File: config.mk
export PLATFORM = sky130hd
export DESIGN_NAME = forney
export DESIGN_NICKNAME = d
export VERILOG_FILES = /design/src/rtl/forney.sv
export SDC_FILE = /design/constraint.sdc
export NUM_CORES = 1
export LEC_CHECK = 0
export BUFFER_PORTS_ARGS = -buffer_cell sky130_fd_sc_hd__buf_2
export CORE_AREA = 5 5 221 223
export DETAILED_ROUTE_END_ITERATION = 8
export DIE_AREA = 0 0 226 228
export PLACE_DENSITY = 0.64
export SYNTH_ARGS = -nofsm -noshare
export SYNTH_HDL_FRONTEND = slang
export SYNTH_SLANG_ARGS = --single-unit
File: constraint.sdc
create_clock -name clk -period 8.9 [get_ports clk]
set_clock_uncertainty 0.15 [all_clocks]
set_input_delay 0.89 -clock clk [delete_from_list [all_inputs] [get_ports clk]]
set_output_delay 0.89 -clock clk [all_outputs]
set_load 0.02 [all_outputs]
File: src/rtl/forney.sv
// Forney error-magnitude evaluator for RS(255,247), t = 4, GF(2^8) with field polynomial 0x11D.
// Emits one (location, magnitude) pulse every 9 cycles, after a 4-cycle omega build.
module forney (
  input  logic       clk,
  input  logic       rst,
  input  logic       start,
  input  logic [2:0] error_num,
  input  logic [7:0] syn1,
  input  logic [7:0] syn2,
  input  logic [7:0] syn3,
  input  logic [7:0] syn4,
  input  logic [7:0] syn5,
  input  logic [7:0] syn6,
  input  logic [7:0] syn7,
  input  logic [7:0] syn8,
  input  logic [7:0] elp0,
  input  logic [7:0] elp1,
  input  logic [7:0] elp2,
  input  logic [7:0] elp3,
  input  logic [7:0] elp4,
  input  logic [7:0] el1,
  input  logic [7:0] el2,
  input  logic [7:0] el3,
  input  logic [7:0] el4,
  input  logic [7:0] gf_el1,
  input  logic [7:0] gf_el2,
  input  logic [7:0] gf_el3,
  input  logic [7:0] gf_el4,
  output logic       err_valid,
  output logic [7:0] err_loc,
  output logic [7:0] err_mag,
  output logic [1:0] err_idx,
  output logic       busy,
  output logic       done,
  output logic       fail
);

  typedef enum logic [2:0] {S_IDLE, S_OMEGA, S_EVAL, S_INV, S_MUL} state_t;

  function automatic logic [7:0] gf_mul(input logic [7:0] a, input logic [7:0] b);
    logic [7:0] p;
    logic [7:0] aa;
    p  = 8'h00;
    aa = a;
    for (int i = 0; i < 8; i++) begin
      if (b[i]) p = p ^ aa;
      else      p = p;
      aa = aa[7] ? ({aa[6:0], 1'b0} ^ 8'h1D) : {aa[6:0], 1'b0};
    end
    return p;
  endfunction

  state_t     state_q, state_d;
  logic [2:0] cnt_q, cnt_d;
  logic [1:0] idx_q, idx_d;
  logic [2:0] num_q, num_d;
  logic [7:0] syn_q [4];
  logic [7:0] syn_d [4];
  logic [7:0] elp_q [4];
  logic [7:0] elp_d [4];
  logic [7:0] el_q [4];
  logic [7:0] el_d [4];
  logic [7:0] gfe_q [4];
  logic [7:0] gfe_d [4];
  logic [7:0] omega_q [4];
  logic [7:0] omega_d [4];
  logic [7:0] omg_val_q, omg_val_d;
  logic [7:0] sq_q, sq_d;
  logic [7:0] acc_q, acc_d;
  logic       err_valid_q, err_valid_d;
  logic [7:0] err_loc_q, err_loc_d;
  logic [7:0] err_mag_q, err_mag_d;
  logic [1:0] err_idx_q, err_idx_d;
  logic       busy_q, busy_d;
  logic       done_q, done_d;
  logic       fail_q, fail_d;

  logic [7:0] om_s;
  logic [7:0] x_s;
  logic [7:0] omg_s;
  logic [7:0] dp_s;

  // Only S1..S4 and Lambda0..3 contribute to omega0..3 and Lambda'
  logic unused_inputs;
  assign unused_inputs = ^{syn5, syn6, syn7, syn8, elp4};

  always_comb begin
    om_s = 8'h00;
    for (int j = 0; j < 4; j++) begin
      if (j <= int'(cnt_q)) om_s = om_s ^ gf_mul(syn_q[cnt_q[1:0] - 2'(j)], elp_q[j]);
      else                  om_s = om_s;
    end
  end

  assign x_s   = gfe_q[idx_q];
  assign omg_s = gf_mul(gf_mul(gf_mul(omega_q[3], x_s) ^ omega_q[2], x_s) ^ omega_q[1], x_s)
                 ^ omega_q[0];
  assign dp_s  = elp_q[1] ^ gf_mul(elp_q[3], gf_mul(x_s, x_s));

  always_comb begin
    state_d     = state_q;
    cnt_d       = cnt_q;
    idx_d       = idx_q;
    num_d       = num_q;
    syn_d       = syn_q;
    elp_d       = elp_q;
    el_d        = el_q;
    gfe_d       = gfe_q;
    omega_d     = omega_q;
    omg_val_d   = omg_val_q;
    sq_d        = sq_q;
    acc_d       = acc_q;
    err_valid_d = 1'b0;
    err_loc_d   = err_loc_q;
    err_mag_d   = err_mag_q;
    err_idx_d   = err_idx_q;
    busy_d      = busy_q;
    done_d      = 1'b0;
    fail_d      = fail_q;
    if (start) begin
      syn_d = '{syn1, syn2, syn3, syn4};
      elp_d = '{elp0, elp1, elp2, elp3};
      el_d  = '{el1, el2, el3, el4};
      gfe_d = '{gf_el1, gf_el2, gf_el3, gf_el4};
      num_d = error_num;
      cnt_d = 3'd0;
      idx_d = 2'd0;
      if (error_num == 3'd0 || error_num > 3'd4) begin
        state_d = S_IDLE;
        done_d  = 1'b1;
        fail_d  = (error_num > 3'd4);
        busy_d  = 1'b0;
      end else begin
        state_d = S_OMEGA;
        fail_d  = 1'b0;
        busy_d  = 1'b1;
      end
    end else begin
      case (state_q)
        S_IDLE: begin
          state_d = S_IDLE;
        end
        S_OMEGA: begin
          omega_d[cnt_q[1:0]] = om_s;
          if (cnt_q == 3'd3) begin
            state_d = S_EVAL;
            cnt_d   = 3'd0;
          end else begin
            cnt_d = cnt_q + 3'd1;
          end
        end
        S_EVAL: begin
          omg_val_d = omg_s;
          sq_d      = gf_mul(dp_s, dp_s);
          acc_d     = 8'h01;
          cnt_d     = 3'd0;
          if (dp_s == 8'h00) begin
            state_d = S_IDLE;
            done_d  = 1'b1;
            fail_d  = 1'b1;
            busy_d  = 1'b0;
          end else begin
            state_d = S_INV;
          end
        end
        // Seven square-and-multiply steps accumulate d^(2+4+...+128) = d^254 = 1/d
        S_INV: begin
          acc_d = gf_mul(acc_q, sq_q);
          sq_d  = gf_mul(sq_q, sq_q);
          if (cnt_q == 3'd6) begin
            state_d = S_MUL;
            cnt_d   = 3'd0;
          end else begin
            cnt_d = cnt_q + 3'd1;
          end
        end
        S_MUL: begin
          err_mag_d   = gf_mul(omg_val_q, acc_q);
          err_loc_d   = el_q[idx_q];
          err_idx_d   = idx_q;
          err_valid_d = 1'b1;
          if (({1'b0, idx_q} + 3'd1) == num_q) begin
            state_d = S_IDLE;
            done_d  = 1'b1;
            busy_d  = 1'b0;
          end else begin
            state_d = S_EVAL;
            idx_d   = idx_q + 2'd1;
          end
        end
        default: begin
          state_d = S_IDLE;
          busy_d  = 1'b0;
        end
      endcase
    end
  end

  always_ff @(posedge clk) begin
    if (rst) begin
      state_q     <= S_IDLE;
      cnt_q       <= 3'd0;
      idx_q       <= 2'd0;
      num_q       <= 3'd0;
      for (int i = 0; i < 4; i++) begin
        syn_q[i]   <= 8'h00;
        elp_q[i]   <= 8'h00;
        el_q[i]    <= 8'h00;
        gfe_q[i]   <= 8'h00;
        omega_q[i] <= 8'h00;
      end
      omg_val_q   <= 8'h00;
      sq_q        <= 8'h00;
      acc_q       <= 8'h00;
      err_valid_q <= 1'b0;
      err_loc_q   <= 8'h00;
      err_mag_q   <= 8'h00;
      err_idx_q   <= 2'd0;
      busy_q      <= 1'b0;
      done_q      <= 1'b0;
      fail_q      <= 1'b0;
    end else begin
      state_q     <= state_d;
      cnt_q       <= cnt_d;
      idx_q       <= idx_d;
      num_q       <= num_d;
      syn_q       <= syn_d;
      elp_q       <= elp_d;
      el_q        <= el_d;
      gfe_q       <= gfe_d;
      omega_q     <= omega_d;
      omg_val_q   <= omg_val_d;
      sq_q        <= sq_d;
      acc_q       <= acc_d;
      err_valid_q <= err_valid_d;
      err_loc_q   <= err_loc_d;
      err_mag_q   <= err_mag_d;
      err_idx_q   <= err_idx_d;
      busy_q      <= busy_d;
      done_q      <= done_d;
      fail_q      <= fail_d;
    end
  end

  assign err_valid = err_valid_q;
  assign err_loc   = err_loc_q;
  assign err_mag   = err_mag_q;
  assign err_idx   = err_idx_q;
  assign busy      = busy_q;
  assign done      = done_q;
  assign fail      = fail_q;

endmodule

==> flow_summary.toml <==
[status]
outcome = "finished clean"

[synthesis]
yosysTopAreaCell = "xnor2_1"
synth_edf_count = 0
synth_area_um2 = 23100
synth_area_leaders = "xnor2_1, dfxtp_1, nand2_1"
ys_warn_count = 0
synth_top_area_share = 0.230
synthArstFlopShare = 0
ys_seq_area_frac = 0.188
syn_area_per_cell_um2 = 7.94
synth_cell_types = 82
yosys_register_bits = 217
syn-num-nets = 3097
ys.flop_type = "dfxtp_1"
postSynthCellCount = 2911

[worst_setup_path]
critPathMaxFanout = 26
crit_slowest_cell = "xor2_2"
crit_family = "XOR/XNOR gates"
rrSetupSlack_ns = 1.65
worstSetupStartpointType = "register"
end_kind = "register"
crit_buf_inv = 2
cp.arrival_ns = 7.59
cp_common_cell = "xnor3_1"
crit_chain = "buf_4, mux2i_1, mux2_2, inv_2, nor3b_1, a21oi_1, o21ai_0, xor2_1, xnor3_1, xor2_1, or2_0, a32oi_1, xnor3_1, xor2_2, xnor3_1, nand2_1, xnor3_1, xor2_1, xnor2_1, nand2_1, a21oi_1"
rr_startpoint = "idx_q[0]"
critical_path_class = "reg2reg"
critical-path-max-stage-delay_ns = 0.71
crit_start = "idx_q[0]"
crit_required_ns = 9.24

[pwr]
clkPwrFrac = 0.288
p_sw_w = 0.00153
p_leak_nw = 8.92
netSwitchingFraction = 0.379
combPwrFrac = 0.444
pwr_density_cell_nw_per_um2 = 162
ir_worst_vdd_v = 0.000145
intPower_w = 0.00250
p_seq_frac = 0.268

[floorplanning]
design.core.area_um2 = 46400
die_y_um = 228
start_util = 0.498
rows = 79
dieArea_um2 = 51500
ios = 196
die_w_um = 226

[grt]
use_met1 = 0.304
busiest_layer = "met2"
grt_usage = 0.233
overflow = 0
grt_max_degree = 123
antenna_found_initial = 1
grt_use_met3 = 0.0241
grt_use_met2 = 0.409
grt_pass1_vias = 19000
grt_pass1_wl_um = 101000

[sta]
finalMaxSlewViolations = 0
fin_tns_setup_ns = 0
finalHoldViolations = 0
fmax_ghz = 0.138
tightest_slew_ns = 1.11
fin_ws_ns = 1.65
setup_violations = 0
fin_crit_ns = 7.25
rsz0062_at_grt = "no"
maxSlewHeadroom = 0.253
finalCritPeriodShare = 0.814

[routing]
first_pass_iters = 6
vias_per_cell = 5.54
drt_iter0_markers = 1588
vias = 19500
drcViolationCount = 0
avgRoutedWirePerCell_um = 17.7
postRouteAntennaNets = 0
drt-total-wl_um = 62400

[clocking]
post_cts_buffers = 0
cts_max_path_buffers = 3
cts-htree-levels = 1
clock_latency_ns = 0.57
cts_tree = "done"
numClockSinks = 217
clock-root-buffer = "clkbuf_16"
numCtsBuffers = 27
clk_pin_slew_worst_paths_ns = 0.06
cts_resized = 0
hold_buffers = 0

[final_layout]
final_util = 0.536
areaGrowthSynthToFinish_pct = 7.46
drive_above_1_share = 0.120
fin_nets = 3083
fill_cells = 4360

[min_path]
hold_start = "err_loc[4]"
hold_class = "reg2reg"

[place]
io_buffers = 155
post-place-ws_ns = 1.66
dp_hpwl_um = 45000
place_congestion = 0.875

[run]
max_cap_viol_count = 0
==> placed cells by master (no fill, tap or decap), drive strengths merged, types with 3 or more instances in the layout <==
master	count
a22oi	38
buf	184
o21ai	64
nand3	35
nor3	29
a311oi	3
xor2	183
nand3b	11
o22ai	21
nor2	356
dfxtp	217
xnor2	622
a211oi	21
a31oi	9
a21o	4
nor3b	3
o211ai	13
o31ai	4
clkbuf	35
clkinv	8
ha	12
a21oi	122
xor3	8
or2	5
nor2b	10
and2	3
inv	26
bufinv	4
and3	4
mux2i	176
a32oi	5
xnor3	35
nand2	509
mux2	24
o221ai	3
nand2b	27
clkinvlp	4
a221oi	4
mux4	45
==> kinds of logic after synthesis <==
kind of cell             count (synthesis)  share of synthesized area
adder cells (fa/ha/maj)                 12                    0.00650
AND/OR/NAND/NOR                       1004                      0.177
multiplexers                           245                      0.132
AO/OA/AOI/OAI                          330                     0.0881
flip-flops                             217                      0.188
buffers and inverters                  255                     0.0472
XOR/XNOR                               848                      0.361
==> area by class of cell <==
cell class | count | area, µm² | share of cell area
antenna | 1 | 2.50 | 0.000101
clock inverter | 14 | 206 | 0.00832
clock buffer | 35 | 726 | 0.0292
timing repair buffer | 184 | 1010 | 0.0405
multi-input combinational | 2439 | 17700 | 0.712
sequential | 217 | 4350 | 0.175
inverter | 28 | 108 | 0.00433
tap | 607 | 759 | 0.0306
==> registers in the layout, indices dropped and copies added (netlist names), 8 cells and up <==
register	flops
sq_q	8
el_q	32
elp_q	32
gfe_q	32
acc_q	8
omg_val_q	8
err_mag	8
omega_q	32
err_loc	8
syn_q	32
==> worst reg2reg max path, delay by kind of cell (launching register included) <==
kind            cells  cell delay [ns]
xor+xnor            9             3.60
buf+inv             2             0.74
simple gates        4             0.70
flops               1             0.69
compound gates      4             0.67
mux                 2             0.62
==> power groups by stage <==
stage | Combinational [W] | Clock, W | Sequential (W)
global placement | 0.00175 | 0 | 0.00110
global route | 0.00195 | 0.00123 | 0.00109
finish | 0.00179 | 0.00116 | 0.00108
detailed placement | 0.00179 | 0 | 0.00110
floorplan | 0.00144 | 0 | 0.00106
CTS | 0.00180 | 0.00119 | 0.00108
==> cells in the mapped netlist, drive strengths merged, types with 5 or more instances <==
| cell | n |
|---|---|
| nor2b | 10 |
| o211ai | 13 |
| a211oi | 21 |
| a31oi | 9 |
| mux2i | 176 |
| nand2b | 27 |
| nand3b | 11 |
| inv | 24 |
| o22ai | 21 |
| ha | 12 |
| nor3 | 29 |
| nor2 | 356 |
| mux4 | 45 |
| a22oi | 38 |
| nand2 | 509 |
| xnor2 | 622 |
| a21oi | 122 |
| mux2 | 24 |
| nand3 | 35 |
| o21ai | 64 |
| or2 | 5 |
| clkbuf | 151 |
| xor3 | 8 |
| a32oi | 5 |
| xnor3 | 35 |
| buf | 76 |
| dfxtp | 217 |
| xor2 | 183 |
==> through the flow <==
step | area [µm²] | hold WS (ns) | instances | power [W]
6_report | 24800 | 0.309 | 3525 | 0.00403
5_1_grt | 24800 | 0.332 | 3525 | 0.00426
4_1_cts | 24800 | 0.309 | 3524 | 0.00406
3_5_place_dp | 23900 | 0.301 | 3475 | 0.00289
3_3_place_gp | 23900 | 0.290 | 3475 | 0.00285
2_1_floorplan | 23100 | 0.287 | 2911 | 0.00250
==> metal layers <==
layer,wire [µm],vias to the layer above,part of all wire
met3,2400,97,0.038
li1,-,9519,-
met5,0,-,0
met1,27300,9451,0.44
met4,1700,0,0.027
met2,31000,457,0.50
==> final timing paths <==
kind	endpoint	cells past startpoint
hold reg to reg	err_loc[4]	2
setup reg to reg	omg_val_q[3]	21
hold / removal	err_loc[4]	2
setup / recovery	omg_val_q[3]	21
No activity file was read; power rests on OpenSTA's default activity.
